[src/rtl/multu_iter.sv]
// multu_iter: unsigned WIDTH x WIDTH -> 2*WIDTH iterative shift-add multiplier.
//
// Operands are latched when start is seen in IDLE. The multiply then runs for
// a fixed number of cycles. After that the product appears on z, and done
// pulses for one cycle. z keeps the last product until the next one completes
// or reset is asserted.
//
// Build option: define MULTU_RADIX4_EN to retire two multiplier bits per
// cycle (radix-4). This gives a latency of WIDTH/2+2 instead of WIDTH+2.
// Ports and handshake are the same in both builds.
//
// Ports:
//   clk    in   rising-edge clock
//   reset  in   asynchronous active-low reset (0 = reset asserted)
//   start  in   one-cycle pulse that begins a multiply; ignored while busy
//   a      in   WIDTH-bit multiplicand, sampled on the start cycle
//   b      in   WIDTH-bit multiplier, sampled on the start cycle
//   busy   out  high from the start edge until the done cycle ends
//   done   out  one-cycle pulse; z holds the new product in this cycle
//   z      out  2*WIDTH-bit registered product
module multu_iter #(
    parameter int unsigned WIDTH = 32
) (
    input  logic                 clk,
    input  logic                 reset,
    input  logic                 start,
    input  logic [WIDTH-1:0]     a,
    input  logic [WIDTH-1:0]     b,
    output logic                 busy,
    output logic                 done,
    output logic [2*WIDTH-1:0]   z
);

    localparam int unsigned PW = 2 * WIDTH;
`ifdef MULTU_RADIX4_EN
    localparam int unsigned STEPS = WIDTH / 2;
    localparam int unsigned SH    = 2;
`else
    localparam int unsigned STEPS = WIDTH;
    localparam int unsigned SH    = 1;
`endif
    localparam int unsigned CW = $clog2(STEPS + 1);

    typedef enum logic [1:0] {IDLE, RUN, FINISH} state_t;

    state_t            state;
    logic [PW-1:0]     mcand;
    logic [PW-1:0]     acc;
    logic [WIDTH-1:0]  mplier;
    logic [CW-1:0]     cnt;
    logic [PW-1:0]     addend;
    logic [PW-1:0]     a_ext;

    assign a_ext = {{WIDTH{1'b0}}, a};

`ifdef MULTU_RADIX4_EN
    // 3*mcand is kept in its own register and shifted together with mcand.
    // This keeps the carry-propagating x3 add out of the per-cycle path.
    logic [PW-1:0] mcand3;

    always_comb begin
        addend = '0;
        case (mplier[1:0])
            2'd0:    addend = '0;
            2'd1:    addend = mcand;
            2'd2:    addend = mcand << 1;
            default: addend = mcand3;
        endcase
    end
`else
    always_comb begin
        addend = '0;
        if (mplier[0]) begin
            addend = mcand;
        end
    end
`endif

    always_ff @(posedge clk or negedge reset) begin
        if (!reset) begin
            state  <= IDLE;
            busy   <= 1'b0;
            done   <= 1'b0;
            z      <= '0;
            mcand  <= '0;
            acc    <= '0;
            mplier <= '0;
            cnt    <= '0;
`ifdef MULTU_RADIX4_EN
            mcand3 <= '0;
`endif
        end else begin
            case (state)
                IDLE: begin
                    done <= 1'b0;
                    if (start) begin
                        mcand  <= a_ext;
                        mplier <= b;
                        acc    <= '0;
                        cnt    <= CW'(STEPS);
                        busy   <= 1'b1;
                        state  <= RUN;
`ifdef MULTU_RADIX4_EN
                        mcand3 <= a_ext + (a_ext << 1);
`endif
                    end
                end
                RUN: begin
                    if (cnt != '0) begin
                        acc    <= acc + addend;
                        mcand  <= mcand << SH;
                        mplier <= mplier >> SH;
                        cnt    <= cnt - 1'b1;
`ifdef MULTU_RADIX4_EN
                        mcand3 <= mcand3 << SH;
`endif
                    end else begin
                        // Counter exhausted: publish the product. The done
                        // cycle is spent in FINISH with busy still high, so
                        // a start in that cycle is ignored.
                        z     <= acc;
                        done  <= 1'b1;
                        state <= FINISH;
                    end
                end
                FINISH: begin
                    done  <= 1'b0;
                    busy  <= 1'b0;
                    state <= IDLE;
                end
                default: begin
                    state <= IDLE;
                    busy  <= 1'b0;
                    done  <= 1'b0;
                end
            endcase
        end
    end

endmodule

[config.mk]
export PLATFORM = sky130hd
export DESIGN_NAME = multu_iter
export DESIGN_NICKNAME = d
export VERILOG_FILES = /design/src/rtl/multu_iter.sv
export SDC_FILE = /design/constraint.sdc
export NUM_CORES = 1
export LEC_CHECK = 0
export ABC_AREA = 1
export BUFFER_PORTS_ARGS = -buffer_cell sky130_fd_sc_hd__buf_4
export CORE_ASPECT_RATIO = 0.8
export CORE_MARGIN = 1
export CORE_UTILIZATION = 50
export DETAILED_ROUTE_END_ITERATION = 10
export PLACE_DENSITY = 0.69
export SETUP_SLACK_MARGIN = 0.4
export SLEW_MARGIN = 20
export SYNTH_ARGS = -nofsm -noshare
export SYNTH_HDL_FRONTEND = slang
export SYNTH_SLANG_ARGS = --single-unit
[constraint.sdc]
create_clock -name clk -period 6.75 [get_ports clk]
set_clock_uncertainty 0.1 [all_clocks]
set_input_delay 0.3375 -clock clk [delete_from_list [all_inputs] [get_ports clk]]
set_output_delay 0.3375 -clock clk [all_outputs]
set_load 0.03 [all_outputs]
==> flow_summary.ini, run 1 <==
[logic_synthesis]
synth_area_um2 = 15400
synth_ff_type = dfrtp_1
syn_avg_cell_area_um2 = 6.474
ys_types = 40
synth_seq_cells = 234
syn_nets = 2512
yosysWarnings = 0
ys_seq_area_frac = 0.3802
synth_edf_count = 0
async_flop_share = 1.000
netlist_instances = 2379

[clocking]
postCtsSetupRepairBufs = 0
cts_buffers = 26
cts_sinks = 234
cts_tree = done
clockBufferDepth = 3
path_clk_slew_ps = 60
root_buffer = clkbuf_16
htreeDepth = 1
clk_latency_ps = 580

[global_routing]
grt_pass1_vias = 14310
grt_max_degree = 108
grt_overflow = 0
grt_first_pass_wirelength_um = 77420
grt_use_total = 0.3167
antenna_found_initial = 0

[critical_path]
worstSetupStartpointType = register
critical_path_arrival_ps = 4210
cp-end-kind = register
reg2reg_from = state[1]$_DFFE_PN0P_
critPathKind = reg -> reg
cp.required_ps = 7130
worstPathMaxFanout = 75
critPathLaunch = state[1]$_DFFE_PN0P_

[timing]
finalSetupTns_ps = 0
worst_slack_ps = 2917
rsz0062_at_grt = false
drv_slew = 0
worst_pin_slew_ps = 898.8
whs_ps = 9.326
fmax_mhz = 260.9
finalHoldViolCount = 0
slew_headroom = 0.4008
fin_crit_sh = 0.5679
period_needed_ps = 3833
setup_viol = 0

[layout]
nets = 2684
stdcell_count = 2983
seq_area_um2 = 5857
area_growth_pct = 18.69
multi_input_area_um2 = 7356
diodes = 0
layout_commonest_cell = nand2_1
drive_gt1_frac = 0.08405
final_cell_mix = nand2_1 (975), inv_1 (491), dfrtp_1 (233)
n_fill_cell = 2963

[floorplanning]
die_h_um = 159.0
die_width_um = 198.2
num_rows = 57
dieArea_um2 = 31510
start_util = 0.5081
design.core.area_um2 = 30310
ios = 133

[pwr]
finalPower_mw = 8.790
p_seq_frac = 0.286
swShare = 0.4875
pwr-share-clk = 0.177
p_int_mw = 4.505
power_leakage_nw = 10.78
power_frac_comb = 0.538
vdd_drop_max_v = 0.0002839
switchingPower_mw = 4.285
cellPowerDensity_nw_per_um2 = 480.9

[detailed_routing]
drc = 0
drt-wirelength-per-cell_um = 16.40
drt-initial-drc-count = 1092
postRouteAntennaNets = 0
vias = 15050
viasPerCell = 5.044
dr.pass1.iters = 6
wirelength_um = 48910

[min_path]
hold_path.class = in -> reg
hold_path_startpoint = b[1]

[place]
pre_cts_ws_ps = 3040
place.gp.congestion = 0.9605
io_buffers = 132
placed_cells = 2872
dp_hpwl_um = 35970

[outcome]
status = finished clean

[run]
max_cap_viol_count = 0
cell type report:
cell class | instances | share of cell area
timing repair buffer | 209 | 0.09501
inverter | 503 | 0.1034
tap | 413 | 0.02827
clock buffer | 31 | 0.03772
sequential | 234 | 0.3204
multi-input combinational | 1577 | 0.4024
clock inverter | 16 | 0.01280
cell families after synthesis:
kind of cell,count (synthesis),synth area share
buffers and inverters,568,0.1431
AND/OR/NAND/NOR,1216,0.3116
adder cells (fa/ha/maj),66,0.05411
AO/OA/AOI/OAI,294,0.1103
flip-flops,234,0.3802
XOR/XNOR,1,0.0005688
power by group through the flow:
stage / clock network, mW / logic (mW) / registers, mW
3_5_place_dp: 0 / 4.63 / 2.52
6_report: 1.56 / 4.72 / 2.51
3_3_place_gp: 0 / 4.53 / 2.51
4_1_cts: 1.57 / 4.69 / 2.51
5_1_grt: 1.63 / 5.27 / 2.59
2_1_floorplan: 0 / 2.95 / 2.76
critical path: stages (launching register included):
cell	delay [ps]
dfrtp_1	410
nor2_4	150
buf_4	520
nand2_2	80
buf_4	320
nand2_4	140
buf_4	540
buf_4	680
nand2_1	210
o21ai_0	270
nor3b_1	250
final timing paths:
kind | to | slack (ps) | cells after the start
worst max register to register | cnt[4]$_DFFE_PN0P_ | 2920 | 10
worst max-delay path | cnt[4]$_DFFE_PN0P_ | 2920 | 10
min in group asynchronous | z[13]$_DFFE_PN0P_ | 310 | 2
max in group asynchronous | acc[25]$_DFFE_PN0P_ | 4800 | 3
worst min-delay path | mplier[1]$_DFFE_PN0P_ | 9 | 3
worst min register to register | z[52]$_DFFE_PN0P_ | 380 | 2
cell usage after synthesis, types with 2 or more instances:
cell type / n / area (um2)
a21boi_0: 2 / 15.01
a21oi_1: 64 / 320.3
buf_1: 9 / 33.78
nor2_1: 111 / 416.7
clkinv_1: 4 / 15.01
buf_4: 10 / 75.07
nand2_2: 4 / 25.02
o31ai_1: 2 / 15.01
nor2_2: 6 / 37.54
nor3_1: 12 / 60.06
o21ai_0: 74 / 370.4
o21ai_1: 48 / 240.2
o22ai_1: 36 / 225.2
inv_1: 492 / 1847
o21bai_1: 2 / 15.01
nor3_2: 4 / 40.04
a22oi_1: 31 / 232.7
dfrtp_1: 234 / 5856
clkbuf_1: 23 / 86.33
nand3_2: 2 / 20.02
and2_1: 3 / 18.77
nand4_1: 8 / 50.05
inv_2: 7 / 26.28
nand2_1: 975 / 3660
o32ai_1: 2 / 17.52
buf_2: 22 / 110.1
or2_0: 3 / 18.77
nand3_1: 84 / 420.4
o211ai_1: 30 / 225.2
ha_1: 65 / 813.3
what timing repair did:
item                                   CTS  global route
endpoints found under the hold margin  168             0
hold buffers                            64             0
gates resized for setup                  0             0
registers in the layout (all words and copies together) (netlist names):
name / cells
acc: 64
busy: 1
cnt: 6
done: 1
mcand: 64
mplier: 32
state: 2
z: 64
through the flow:
step,util,area (um2)
finish,0.6031,18280
global route,0.6031,18280
CTS,0.6031,18280
detailed placement,0.5515,16710
global placement,0.5515,16710
floorplan,-,15400
per-layer routing:
| layer | track usage | wire, um | vias to the layer above |
|---|---|---|---|
| met5 | 0 | 0 | - |
| met4 | 0.06342 | 907 | 0 |
| met3 | 0.04427 | 3151 | 51 |
| met2 | 0.4488 | 19840 | 449 |
| met1 | 0.5069 | 25010 | 6959 |
| li1 | - | - | 7587 |
No activity file was read; power rests on OpenSTA's default activity.
==> run 2: changes to the inputs <==
- PLACE_DENSITY: 0.69 -> 0.71
- clock period: 6.75 -> 3.2 ns (I/O delays scaled with it)
==> run 2 against run 1 <==
Against the previous run: hold slack gained 12 ps; via count grew 1.9%; critical path depth grew 5; clock power grew 85%; wire length grew 4.3%; highest routed layer unchanged.
==> flow_summary.ini, run 2 (synthesized netlist as in run 1, its figures left out) <==
[outcome]
status = finished clean

[timing]
setup_viol = 0
fin_crit_sh = 0.8555
slew_headroom = 0.5477
whs_ps = 21.49
finalSetupTns_ps = 0
drv_slew = 0
period_needed_ps = 2737
worst_pin_slew_ps = 677.5
worst_slack_ps = 462.5
rsz0062_at_grt = true
fmax_mhz = 365.3
finalHoldViolCount = 0

[clocking]
clockBufferDepth = 3
clk_latency_ps = 570
cts_tree = done
htreeDepth = 1
cts_buffers = 25
cts_sinks = 234
root_buffer = clkbuf_16
path_clk_slew_ps = 60

[global_routing]
use_met1 = 0.5231
grt_use_total = 0.3255
grt_overflow = 0
gr-usage-met3 = 0.05719
grt_pass1_vias = 14170
grt_use_met2 = 0.4550
busiest_layer = met1
grt_max_degree = 79
antenna_found_initial = 0
grt_first_pass_wirelength_um = 79200

[layout]
reg_top3 = acc: 64 flops, mcand: 64 flops, z: 64 flops
nets = 2705
diodes = 0
layout_commonest_cell = nand2_1
drive_gt1_frac = 0.1369
stdcell_count = 2998
final_cell_mix = nand2_1 (934), inv_1 (489), dfrtp_1 (233)
n_fill_cell = 2811
utilization = 0.6245
finalInstanceArea_um2 = 18930
area_growth_pct = 22.90

[place]
io_buffers = 132
dp_hpwl_um = 37720
place.gp.congestion = 1.015
pre_cts_ws_ps = 216.9
placed_cells = 2887
place_area_um2 = 16880

[floorplanning]
start_util = 0.5081
die_h_um = 159.0
dieArea_um2 = 31510
num_rows = 57
die_width_um = 198.2
ios = 133
design.core.area_um2 = 30310

[detailed_routing]
drt-wirelength-per-cell_um = 17.01
postRouteAntennaNets = 0
drc = 0
dr.pass1.iters = 8
viasPerCell = 5.115
drt-initial-drc-count = 1296
vias = 15340
wirelength_um = 51010

[pwr]
vdd_drop_max_v = 0.0007262
finalPower_mw = 19.16
cellPowerDensity_nw_per_um2 = 1012
power_leakage_nw = 10.92

[critical_path]
critical_path_arrival_ps = 3070
cp-end-kind = register
cp.required_ps = 3530
worstSetupStartpointType = register
worst_r2r_path_depth = 15
worstPathMaxFanout = 33
critPathKind = reg -> reg

[min_path]
hold_path.class = in -> async

[run]
max_cap_viol_count = 0
[run 2: cell count changes in the layout (fill, tap and decap cells not counted), sizes merged]
cell,before,now
buf,145,165
dlygate4sd3,64,66
inv,499,500
bufinv,5,2
clkbuf,31,34
clkinv,15,7
[run 2: worst paths after layout]
kind	slack (ps)	from	endpoint
max	460	mplier[0]$_DFFE_PN0P_	acc[28]$_DFFE_PN0P_
min	20	reset	mcand[40]$_DFFE_PN0P_
max reg2reg	460	mplier[0]$_DFFE_PN0P_	acc[28]$_DFFE_PN0P_
min reg2reg	380	z[53]$_DFFE_PN0P_	z[53]$_DFFE_PN0P_
max in group asynchronous	2040	reset	acc[26]$_DFFE_PN0P_
min in group clk	270	a[8]	mcand[8]$_DFFE_PN0P_
[run 2: final cells by class]
cell class / instances / area, um2 / share of cell area
Timing Repair Buffer: 231 / 1969 / 0.1040
Tap cell: 413 / 516.7 / 0.02730
Sequential cell: 234 / 5857 / 0.3094
Clock buffer: 34 / 679.4 / 0.03589
Inverter: 503 / 1888 / 0.09975
Multi-Input combinational cell: 1577 / 7919 / 0.4184
Clock inverter: 6 / 98.84 / 0.005222
[run 2: power by group]
group | total [mW] | leakage, nW | internal [mW] | switching, mW
combinational | 11.0 | 7.63 | 3.60 | 7.39
sequential | 5.28 | 2.90 | 4.35 | 0.932
clock | 2.89 | 0.381 | 1.64 | 1.25
[run 2: layer usage]
| metal | routed length (um) | share of wire |
|---|---|---|
| met1 | 25280 | 0.50 |
| met2 | 20890 | 0.41 |
| met3 | 4026 | 0.079 |
| met4 | 805 | 0.016 |
| met5 | 0 | 0 |
[run 2: critical path, stage by stage (launching register included)]
cell and delay (ps):
dfrtp_2 460, buf_12 190, nand2_1 80, inv_1 40, ha_1 360, nand2_2 150
inv_1 50, nand2_1 60, nand2_1 120, nand2_1 90, nand2_1 80, a21oi_1 150
nand2_2 170, or2_2 310, nand3_1 100, o21ai_0 90
[run 2: timing repair]
item | 4_1_cts | 5_1_grt
hold buffers | 66 | 0
buffers inserted | 0 | 5
setup endpoints to repair | 28 | 45
pin swaps | 0 | 7
resized for setup | 15 | 150
hold endpoints to repair | 258 | 0
==> run 3: changes to the inputs <==
- PLACE_DENSITY: 0.71 -> 0.73
==> run 3 against run 2 <==
Against the previous run: final cell count did not move; flip-flop and latch count did not move; sequential share of layout area barely moved; non-clock buffer count fell by 5; combinational power barely moved; cell area fell by 0.14%; clock-buffer cell count did not move; global-route usage fell by 1.7 points.
==> flow_summary.ini, run 3 (synthesized netlist as in run 1, its figures left out) <==
[global_routing]
grt_use_total = 0.3083
grt_max_degree = 132
grt_first_pass_wirelength_um = 75730
grt_pass1_vias = 14010
grt_overflow = 0
antenna_found_initial = 0

[layout]
layout_commonest_cell = nand2_1
area_growth_pct = 22.73
drive_gt1_frac = 0.1369
diodes = 0
final_cell_mix = nand2_1 (934), inv_1 (490), dfrtp_1 (233)
reg_top3 = acc: 64 flops, mcand: 64 flops, z: 64 flops
nets = 2700

[pwr]
p_seq_frac = 0.276
pwr-share-clk = 0.156
p_int_mw = 9.649
vdd_drop_max_v = 0.0006084
power_frac_comb = 0.568
swShare = 0.4949
switchingPower_mw = 9.453
power_leakage_nw = 10.85
cellPowerDensity_nw_per_um2 = 1011

[timing]
finalSetupTns_ps = 0
drv_slew = 0
whs_ps = 33.47
rsz0062_at_grt = true
fin_crit_sh = 0.8508
period_needed_ps = 2723
worst_pin_slew_ps = 736.0
slew_headroom = 0.5086
fmax_mhz = 367.3
finalHoldViolCount = 0
setup_viol = 0

[critical_path]
worstPathMaxFanout = 33
crit_family = simple AND/OR/NAND/NOR gates
cp_num_buf_inv = 4
critPathKind = reg -> reg
critPathMaxStageDelay_ps = 470
cp_common_cell = nand2_1
cpMaxStageDelayCell = dfrtp_2
worstSetupStartpointType = register
critical_path_arrival_ps = 3070
cp.required_ps = 3550
cp-end-kind = register
path_cells = buf_12 -> nand2_1 -> inv_1 -> ha_1 -> nand2_1 -> inv_1 -> nand2_1 -> nand3_1 -> a21oi_2 -> nand2_1 -> a21oi_1 -> buf_4 -> nand3_1 -> nand3_1 -> nand2_1

[detailed_routing]
postRouteAntennaNets = 0
wirelength_um = 48690
dr.pass1.iters = 6
drt-initial-drc-count = 1262
viasPerCell = 5.045
drt-wirelength-per-cell_um = 16.24
vias = 15130
drc = 0

[clocking]
cts_tree = done
path_clk_slew_ps = 70
cts_buffers = 25
root_buffer = clkbuf_16
clockBufferDepth = 3
htreeDepth = 1
clk_latency_ps = 560
cts_sinks = 234

[floorplanning]
die_width_um = 198.2
start_util = 0.5081
design.core.area_um2 = 30310
ios = 133
num_rows = 57
die_h_um = 159.0
dieArea_um2 = 31510

[run]
max_cap_viol_count = 0

[outcome]
status = finished clean

[min_path]
hold_path.class = in -> async

[place]
dp_hpwl_um = 36070
place.gp.congestion = 0.9617
io_buffers = 132
## run 3: repair_timing
action                                  CTS  global route
endpoints found under the hold margin   264             0
hold buffers                             66             0
setup buffers                             0             1
pin swaps                                 0             3
endpoints found under the setup margin   23            44
gates resized for setup                  10           137
## run 3: per-stage QoR
| stage | power (mW) | setup WS [ps] | utilization | std cells | cell area (um2) |
|---|---|---|---|---|---|
| global placement | 15.03 | 197.5 | 0.5569 | 2886 | 16880 |
| detailed placement | 15.26 | 163.7 | 0.5569 | 2886 | 16880 |
| CTS | 18.42 | 347.4 | 0.6073 | 2997 | 18410 |
| global route | 20.58 | 313.3 | 0.6236 | 2998 | 18900 |
| finish | 19.10 | 477.4 | 0.6236 | 2998 | 18900 |
| floorplan | 12.04 | 769.7 | - | 2379 | 15400 |
## run 3: worst paths after layout
kind | start | endpoint | slack, ps | cells after the start
max | mplier[0]$_DFFE_PN0P_ | acc[60]$_DFFE_PN0P_ | 480 | 15
min | reset | acc[39]$_DFFE_PN0P_ | 30 | 2
max reg2reg | mplier[0]$_DFFE_PN0P_ | acc[60]$_DFFE_PN0P_ | 480 | 15
min reg2reg | z[41]$_DFFE_PN0P_ | z[41]$_DFFE_PN0P_ | 380 | 2
max in group asynchronous | reset | mplier[14]$_DFFE_PN0P_ | 2030 | 3
min in group clk | a[0] | mcand[0]$_DFFE_PN0P_ | 270 | 3
## run 3: metal layers
| metal | global-route usage | part of all wire | up-vias |
|---|---|---|---|
| li1 | - | - | 7642 |
| met5 | 0 | 0 | - |
| met1 | 0.4904 | 0.50 | 6971 |
| met3 | 0.05592 | 0.079 | 44 |
| met4 | 0.04757 | 0.012 | 0 |
| met2 | 0.4365 | 0.41 | 468 |
## run 3: cell type report
cell class | instances | area [um2]
fill | 2832 | 11410
multi-input combinational | 1577 | 7860
sequential | 234 | 5857
timing repair buffer | 226 | 1944
inverter | 503 | 1888
clock buffer | 34 | 729.5
tap | 413 | 516.7
clock inverter | 11 | 106.4
## run 3: power groups by stage
stage          Clock (mW)  Sequential [mW]  Combinational [mW]
4_1_cts              3.02             5.23                10.2
5_1_grt              3.13             5.41                12.0
2_1_floorplan           0             5.81                6.22
6_report             2.98             5.27                10.9
3_5_place_dp            0             5.25                10.0
3_3_place_gp            0             5.22                9.81
